$ cat src/rtl/bcd_countdown_timer.sv
// BCD minutes:seconds countdown timer with keypad digit entry, +30 s quick-add,
// prescaled one-second tick, pause via enable and a one-cycle completion pulse.
module bcd_countdown_timer #(
   parameter int MIN_DIGITS = 1,
   parameter int TICK_DIV   = 1
) (
   input  logic                    clk,
   input  logic                    clr,
   input  logic [3:0]              data,
   input  logic                    load,
   input  logic                    add30,
   input  logic                    en,
   output logic [3:0]              sec_ones,
   output logic [3:0]              sec_tens,
   output logic [4*MIN_DIGITS-1:0] mins,
   output logic                    zero,
   output logic                    done
);

   localparam int MW = 4 * MIN_DIGITS;
   localparam int PW = (TICK_DIV > 1) ? $clog2(TICK_DIV) : 1;
   localparam logic [PW-1:0] PRE_LAST = PW'(TICK_DIV - 1);

   logic [3:0]    ones_q, ones_d;
   logic [3:0]    tens_q, tens_d;
   logic [MW-1:0] mins_q, mins_d;
   logic [PW-1:0] pre_q, pre_d;
   logic          done_q, done_d;

   logic [3:0]    ones_dec, tens_dec;
   logic          ones_borrow, min_borrow;
   logic [MW-1:0] mins_inc, mins_dec, tens_ext;
   logic          all_nines, dec_is_zero;

   assign zero     = (ones_q == 4'd0) && (tens_q == 4'd0) && (mins_q == '0);
   assign sec_ones = ones_q;
   assign sec_tens = tens_q;
   assign mins     = mins_q;
   assign done     = done_q;

   always_comb begin
      tens_ext      = '0;
      tens_ext[3:0] = tens_q;
   end

   // Seconds borrow chain; tens may hold 6..9 after keypad entry and simply counts down.
   always_comb begin
      ones_borrow = (ones_q == 4'd0);
      ones_dec    = ones_borrow ? 4'd9 : ones_q - 4'd1;
      min_borrow  = ones_borrow && (tens_q == 4'd0);
      if (!ones_borrow)
         tens_dec = tens_q;
      else if (tens_q == 4'd0)
         tens_dec = 4'd5;
      else
         tens_dec = tens_q - 4'd1;
   end

   always_comb begin : minute_arith
      logic       carry;
      logic       borrow;
      logic [3:0] dig;
      mins_inc  = '0;
      mins_dec  = '0;
      all_nines = 1'b1;
      carry     = 1'b1;
      borrow    = min_borrow;
      for (int i = 0; i < MIN_DIGITS; i++) begin
         dig = mins_q[4*i +: 4];
         if (dig != 4'd9)
            all_nines = 1'b0;
         if (!carry)
            mins_inc[4*i +: 4] = dig;
         else if (dig == 4'd9)
            mins_inc[4*i +: 4] = 4'd0;
         else begin
            mins_inc[4*i +: 4] = dig + 4'd1;
            carry = 1'b0;
         end
         if (!borrow)
            mins_dec[4*i +: 4] = dig;
         else if (dig == 4'd0)
            mins_dec[4*i +: 4] = 4'd9;
         else begin
            mins_dec[4*i +: 4] = dig - 4'd1;
            borrow = 1'b0;
         end
      end
   end

   assign dec_is_zero = (ones_dec == 4'd0) && (tens_dec == 4'd0) && (mins_dec == '0);

   always_comb begin
      ones_d = ones_q;
      tens_d = tens_q;
      mins_d = mins_q;
      pre_d  = pre_q;
      done_d = 1'b0;
      if (load) begin
         pre_d = '0;
         if (data <= 4'd9) begin
            mins_d = (mins_q << 4) | tens_ext;
            tens_d = ones_q;
            ones_d = data;
         end
      end else if (add30) begin
         pre_d = '0;
         if (tens_q <= 4'd5) begin
            if (tens_q < 4'd3)
               tens_d = tens_q + 4'd3;
            else if (all_nines) begin
               tens_d = 4'd5;
               ones_d = 4'd9;
            end else begin
               tens_d = tens_q - 4'd3;
               mins_d = mins_inc;
            end
         end
      end else if (zero) begin
         pre_d = '0;
      end else if (en) begin
         if (pre_q == PRE_LAST) begin
            pre_d  = '0;
            ones_d = ones_dec;
            tens_d = tens_dec;
            mins_d = mins_dec;
            done_d = dec_is_zero;
         end else begin
            pre_d = pre_q + 1'b1;
         end
      end
   end

   always_ff @(posedge clk) begin
      if (clr) begin
         ones_q <= 4'd0;
         tens_q <= 4'd0;
         mins_q <= '0;
         pre_q  <= '0;
         done_q <= 1'b0;
      end else begin
         ones_q <= ones_d;
         tens_q <= tens_d;
         mins_q <= mins_d;
         pre_q  <= pre_d;
         done_q <= done_d;
      end
   end

endmodule

$ cat config.mk
export PLATFORM = sky130hd
export DESIGN_NAME = bcd_countdown_timer
export DESIGN_NICKNAME = d
export VERILOG_FILES = /design/src/rtl/bcd_countdown_timer.sv
export SDC_FILE = /design/constraint.sdc
export NUM_CORES = 1
export LEC_CHECK = 0
export CAP_MARGIN = 20
export CORE_MARGIN = 2
export CORE_UTILIZATION = 52
export DETAILED_ROUTE_END_ITERATION = 8
export GPL_TIMING_DRIVEN = 0
export MAX_ROUTING_LAYER = met4
export PLACE_DENSITY = 0.79
export SYNTH_ARGS = -nofsm -noshare
export SYNTH_HDL_FRONTEND = slang
export SYNTH_SLANG_ARGS = --single-unit
$ cat constraint.sdc
create_clock -name clk -period 2.5 [get_ports clk]
set_input_delay 0.75 -clock clk [delete_from_list [all_inputs] [get_ports clk]]
set_output_delay 0.75 -clock clk [all_outputs]
set_load 0.005 [all_outputs]
-- Word level (Yosys, flattened, before mapping)
Cells that the tools add are included.
- flip-flop bits (word level): 14
- input bits: 9
- output and inout port bits: 14
- word-level logic and storage cells: 75
- $add $sub $neg: 7
- order comparisons: 3
- eq/ne operators: 9
- muxes and demuxes: 34
- bitwise gates (word level): 1
- reductions and logical operators: 16
- operators with widths (kind ; number):
    2-to-1 mux 4 bit ; 33
    zero test 4 bit ; 6
    AND reduction 7 bit ; 2
    inequality test 3 bit (second input constant) ; 4
    subtractor 4 x 1 -> 4 bit (second input constant) ; 3
    inequality test 3 x 2 -> 1 bit (second input constant) ; 2
    OR reduction 6 bit ; 1
    AND reduction 5 bit ; 1
    adder 4 x 1 -> 4 bit (second input constant) ; 1
    adder 4 x 2 -> 4 bit (second input constant) ; 1
    == test 4 bit (second input constant) ; 1
    less-or-equal comparator 4 x 3 -> 1 bit (second input constant) ; 1
    less-or-equal comparator 4 bit (second input constant) ; 1
    logical AND 1 bit ; 4
    < comparator 4 x 2 -> 1 bit (second input constant) ; 1
    inequality test 4 bit (second input constant) ; 1
    OR reduction 4 bit ; 1
    subtractor 4 x 2 -> 4 bit (second input constant) ; 1
    nonzero test 3 bit ; 1
    inequality test 2 x 1 -> 1 bit (second input constant) ; 1
    adder 1 bit (second input constant) ; 1
    2-to-1 mux 1 bit ; 1
    NOT 1 bit ; 1

-- Depth between registers and ports, before layout
- word-level depth: 8
- mapped depth: 9
- mapped depth without buffers: 7

-- Worst setup path after synthesis
OpenSTA, ideal clock, no wires.
- path type: reg2out
- start: register tens_q[0], in the netlist sec_tens[0]
- end: output port zero
- arrival: 1516 ps
- required time: 1750 ps
- path slack: 234 ps
- cell stages (with the launch flop): 7
- cells stage by stage: dfxtp_1 > buf_4 > inv_1 > ha_1 > buf_2 > nor3b_1 > and3_1
- cells in the longest elaborated chain, start to end: 3
- ends and longest elaborated chain (element ; RTL line ; source):
    start: declaration ; 25 ; logic [3:0] tens_q, tens_d;
    start signal: assignment ; 143 ; tens_q <= tens_d;
    zero test 4 bit ; 35 ; assign zero = (ones_q == 4'd0) && (tens_q == 4'd0) && (mins_q == '0);
    logical AND 1 bit (2 in series) ; 35 ;
    end: declaration ; 16 ; output logic zero,
No other way between the ends.

-- Worst setup path in the final report
- start: register ones_q[1], in the netlist sec_ones[1]
- end: output port zero
- cells in the longest elaborated chain, start to end: 3
- ends and longest elaborated chain (element ; RTL line ; source):
    start: declaration ; 24 ; logic [3:0] ones_q, ones_d;
    start signal: assignment ; 142 ; ones_q <= ones_d;
    zero test 4 bit ; 35 ;
    logical AND 1 bit (2 in series) ; 35 ;
No other way between the ends.

==> metrics.txt <==
Post-synth ARST share=0; most common cell after layout, fill and taps aside=clkdlybuf4s50_1; port bufs=21; Slew Viols, Final=0; Rel. slew slack=0.431; internal reg-to-reg setup slack=100 ps; via count=1497; CP startpoint kind=flop; Remaining DRCs=0; hold endpoint=sec_tens[1]; total power=907 µW; CP Capture Type=output pin; critical path launch point=sec_ones[1]; most frequent cells in the layout=clkdlybuf4s50_1 (20), nor2_1 (13), o21ai_0 (13); Reg clk slew, reported paths=~100 ps; Buf/Inv on CP=3; Unique masters post-synth=between 50 and 60; Clock Latency Late Sink=300 ps; largest net degree at the start of global routing=11; Synth Warn #=0; Syn Inst Count=159; Register-to-Register Path Depth=9; Clock Sink Count=13; CP Class=flop to output pin; clock skew=10.8 ps; pre-CTS WS=-460 ps; syn avg cell area=8.03 µm²; r2r startpoint=sec_tens[1]; violation count after the first detailed-route iteration=101; Finish-stage setup viols=0; worst r2r dst=mins[1]; Cell Count, Final, Fillers Out=218; post-DP HPWL=roughly 2700 µm; status=completed; I/O Pins=23; most frequently used flop master after synthesis=dfxtp_1; Routed Wire Length=3980 µm; Area contributors post-synth=dfxtp_1 (20%), o21ai_0 (5.1%), a21oi_1 (3.9%); drt first pass iters=4; Final Worst Setup Slack=59.5 ps; Ant. Diodes=0; CP arrival=approximately 1700 ps; gpl congestion=0.883; first-pass GRT wire length=between 6000 and 7000 µm; CTS tree=yes; CORE AREA=0.00228 mm²; area of the multi-input gates=967 µm²; Register Area=265 µm²; Die Height=53.6 µm; initial antenna violation count=0; syn_nets=171; Die ar.=0.00287 mm²; VDD IR max=about 0.4 mV; Initial Util=0.561; slowest CP cell=dfxtp_1; cell family with most CP delay=buffers and inverters; TritonCTS Buffers=3; min-delay src=sec_tens[1]; hold depth=2; Yosys reg bits=13; fill count=roughly 170; share of post-route cells with drive strength above 1=0.216; total grt overflow=0; CTS Hold Bufs=0; Synth-to-Final Area Change=31.1%; Crit Path Max Fanout=10; share of the synthesized area in the top cell type=0.204; Synth area leader=dfxtp_1; mapped cell area=0.00128 mm²; nets@finish=203; Cells after DPL=208; H-tree depth=1; period utilisation layout=0.976; root buffer cell=clkbuf_4; Rows=17; hold crit path type=flop to flop; CTS max path bufs=2; Fin. Hold Viols=0; WL/cell=18.3 µm; RSZ-0062 raised after global routing=false; Static Leak=0.000618 µW; slowest stage delay, CP=330 ps; WP data required=1750 ps; sequential cell area fraction in the yosys report=0.204; EDFF count, synth=0; minimum clock period=2440 ps; DIE WIDTH=53.6 µm; GRT Util Overall=0.330; maxcap violations=0; vias in the first global route=1388; PwrDens=541 mW/mm²; Routed Antenna Nets=0; worst slew pin tran=about 850 ps; drt via density=6.87; crit path cell chain=buf_6 > nor4_4 > clkbuf_8 > and3_1 > dlygate4sd2_1; Max Fclk=between 400 and 500 MHz
## worst register-to-register path: cells and delay by family, from the launching register on
family                     cells  cell delay [ps]
AOI/OAI and AO/OA              3             1070
DFF                            1              410
adders and majority gates      1              180
and+or+nand+nor                2              230
buffers and inverters          3              370
## synthesized netlist by cell type, drive strengths merged, types with 3 or more instances
library cell  instances
dfxtp                13
nor2                 13
nand2                 9
mux2i                 5
a21oi                10
buf                   9
ha                    3
nor2b                 5
a221oi                4
xnor2                 3
o211ai                3
nor4                  4
a31oi                 3
a211oi                4
clkbuf                6
nor3                  8
inv                   5
o21ai                13
or4                   3
a311oi                3
## where the power goes
| group | switching (µW) | leakage, µW | internal [µW] |
|---|---|---|---|
| combinational | 248 | 0.000492 | 244 |
| sequential | 41.3 | 0.000108 | 231 |
| clock | 82.6 | 0.0000177 | 59.6 |
## state kept, by name (all words and copies together) (netlist names)
| name | flops |
|---|---|
| done | 1 |
| mins | 4 |
| sec_ones | 4 |
| sec_tens | 4 |
## worst max-delay path by stage
stage / to / slack (ps) / cells after the start
4_1_cts: sec_tens[0] / 5 / 10
5_1_grt: zero / 10 / 5
6_report: zero / 60 / 5
2_1_floorplan: zero / 230 / 6
3_3_place_gp: zero / -450 / 7
3_5_place_dp: zero / -460 / 7
## through the flow
stage / TNS [ps] / area (µm²) / util / hold WS [ps]
after detailed placement: -1000 / 1520 / 0.669 / 606
after floorplan: 0 / 1280 / - / 550
after CTS: 0 / 1640 / 0.720 / 618
after global placement: -798 / 1520 / 0.669 / 571
after global routing: 0 / 1680 / 0.736 / 644
final: 0 / 1680 / 0.736 / 615
## metal layers
layer  vias up  global-route usage  wire length, µm
li1        669                   -                -
met4         0               0.115               80
met5         -                   -                0
met1       724               0.420             1620
met3        12              0.0694              346
met2        92               0.519             1930
## area by class of cell
cell class / instances / area share
inverter: 5 / 0.0112
buffer: 15 / 0.0642
timing repair buffer: 27 / 0.152
multi-input combinational: 126 / 0.577
clock buffer: 3 / 0.0134
tap: 28 / 0.0209
sequential: 13 / 0.158
clock inverter: 1 / 0.00299
## cell families (layout without fill, tap and decap cells)
family | count (synthesis) | after routing | synth area share
simple gates | 57 | 57 | 0.280
compound gates | 57 | 57 | 0.335
mux | 6 | 6 | 0.0480
buf+inv | 20 | 51 | 0.0833
fa+ha+maj | 3 | 3 | 0.0294
xor+xnor | 3 | 3 | 0.0206
flops | 13 | 13 | 0.204
## timing repair
item                                    in CTS  in global routing
pin swaps                                    2                  2
buffers inserted                             4                  2
gates cloned                                 0                  0
endpoints found under the setup margin       4                 11
gates resized for setup                     14                  6
No activity file was read; power rests on OpenSTA's default activity.
==> edit: new RTL, config.mk and constraints unchanged <==
Put one more register stage on the output `sec_ones`. The value now appears one clock later. The other outputs are not delayed to match.
--- a/src/rtl/bcd_countdown_timer.sv
+++ b/src/rtl/bcd_countdown_timer.sv
@@ -35,3 +35,5 @@
    assign zero     = (ones_q == 4'd0) && (tens_q == 4'd0) && (mins_q == '0);
-   assign sec_ones = ones_q;
+   always_ff @(posedge clk) begin
+      sec_ones <= ones_q;
+   end
    assign sec_tens = tens_q;
Function: changed (Yosys sat finds a counterexample within 4 cycles, from zero or initial values).
==> edit against the original RTL <==
  * The flow now finishes with violations (setup timing)
  * Final area rose by 0.97%
  * Die area rose by 0.26%
  * Clock skew fell by 0.0015 ns
  * Wire length fell by 6.1%
  * Synthesized area rose by 0.29%
  * Worst setup slack got worse by 0.062 ns
  * Critical path depth rose by 2
  * Power rose by 8.1%
  * Sequential cell count rose by 4
  * Highest routed layer unchanged
==> edit: results (changes against the original RTL) <==
metric	value	unit	change
slowest cell on the critical path	clkdlybuf4s50_1		
Port Buffers	22		+4.8%
Seq/Total Area, Yosys	26.6	%	+6.2 points
Avg WL per Cell	17.1	um	-6.1%
final worst slack	-0.00249	ns	-0.0620 ns
proportion of layout cells with a drive suffix above 1	20.5	%	-1.1 points
P_leak	0.637	nW	+3.0%
GRT Resource Usage Total	29.6	%	-3.4 points
vias per inst	6.37		-7.2%
DRT Wirelength	3.74	mm	-6.1%
fraction of the mapped netlist area in adder cells	2.93	%	-0.0086 points
largest net degree at the start of global routing	13		+2
Worst VDD drop	0.000516	V	+27%
final setup fails	2		+2
Sw Ratio	38.4	%	-2.6 points
CP top delay family	compound AO/OA/AOI/OAI gates		
Synth top cells by count	dfxtp_1, a21oi_1, nand2_1, nor2_1, clkbuf_1		
worst slack at placement	-0.477	ns	-0.0168 ns
failing checks	setup timing		
worst slew pin tran	0.607	ns	-0.243 ns
CP Capture Point	sec_tens[0]		
Hold Path Sink	sec_ones[2]		
Synth Area in Compound Gates	31.0	%	-2.5 points
Clock net power	149	uW	+5%
min-delay src	ones_q[2]		
first-pass GRT wire length	5.95	mm	-12%
R2R cell count	7		-2
gpl congestion	0.971		+10%
number of global-route vias before repair	1234		-11%
combinational share of power	49.2	%	-5.1 points
multiplexer area fraction after synthesis	3.61	%	-1.2 points
post-synthesis xor/xnor area fraction	2.05	%	-0.0060 points
initial DRC count	52		-49%
WP data arrival	2.67	ns	+0.98 ns
Worst R2R Setup Slack	0.28	ns	+0.18 ns
crit path from	add30		
status	complete, but fails checks		
syn_nets	168		-1.8%
DPL Wire Length	2.57	mm	-3.7%
Worst Skew	0.00936	ns	-0.00146 ns
worst-path fanout max	6		-4
reg2reg start	sec_tens[2]		
edit: layer usage:
metal  share of wire (%)  wire (um)  vias up  GRT usage, %
met1                  44       1660      638          38.2
met2                  47       1770       79          46.7
met4                 1.4         53        0          8.97
met3                 6.9        256        6          6.11
met5                   0          0        -             -
li1                    -          -      666             -
edit: metrics by stage:
stage / TNS (ns) / hold slack (ns) / cell area, um2 / power (mW) / util (%)
2_1_floorplan: 0 / 0.351 / 1280 / 0.618 / -
3_3_place_gp: -2.38 / 0.356 / 1540 / 0.750 / 67.5
3_5_place_dp: -2.27 / 0.359 / 1540 / 0.755 / 67.5
4_1_cts: 0 / 0.372 / 1630 / 0.949 / 71.7
5_1_grt: -0.255 / 0.376 / 1690 / 1.04 / 74.3
6_report: -0.00254 / 0.370 / 1690 / 0.981 / 74.3
edit: cell type report:
cell class,instances,area (um2)
fill,192,584
inverter,8,36.3
tap,28,35.0
timing repair buffer,33,302
multi-input combinational,120,900
buffer,8,45.0
sequential,17,348
clock buffer,4,26.3
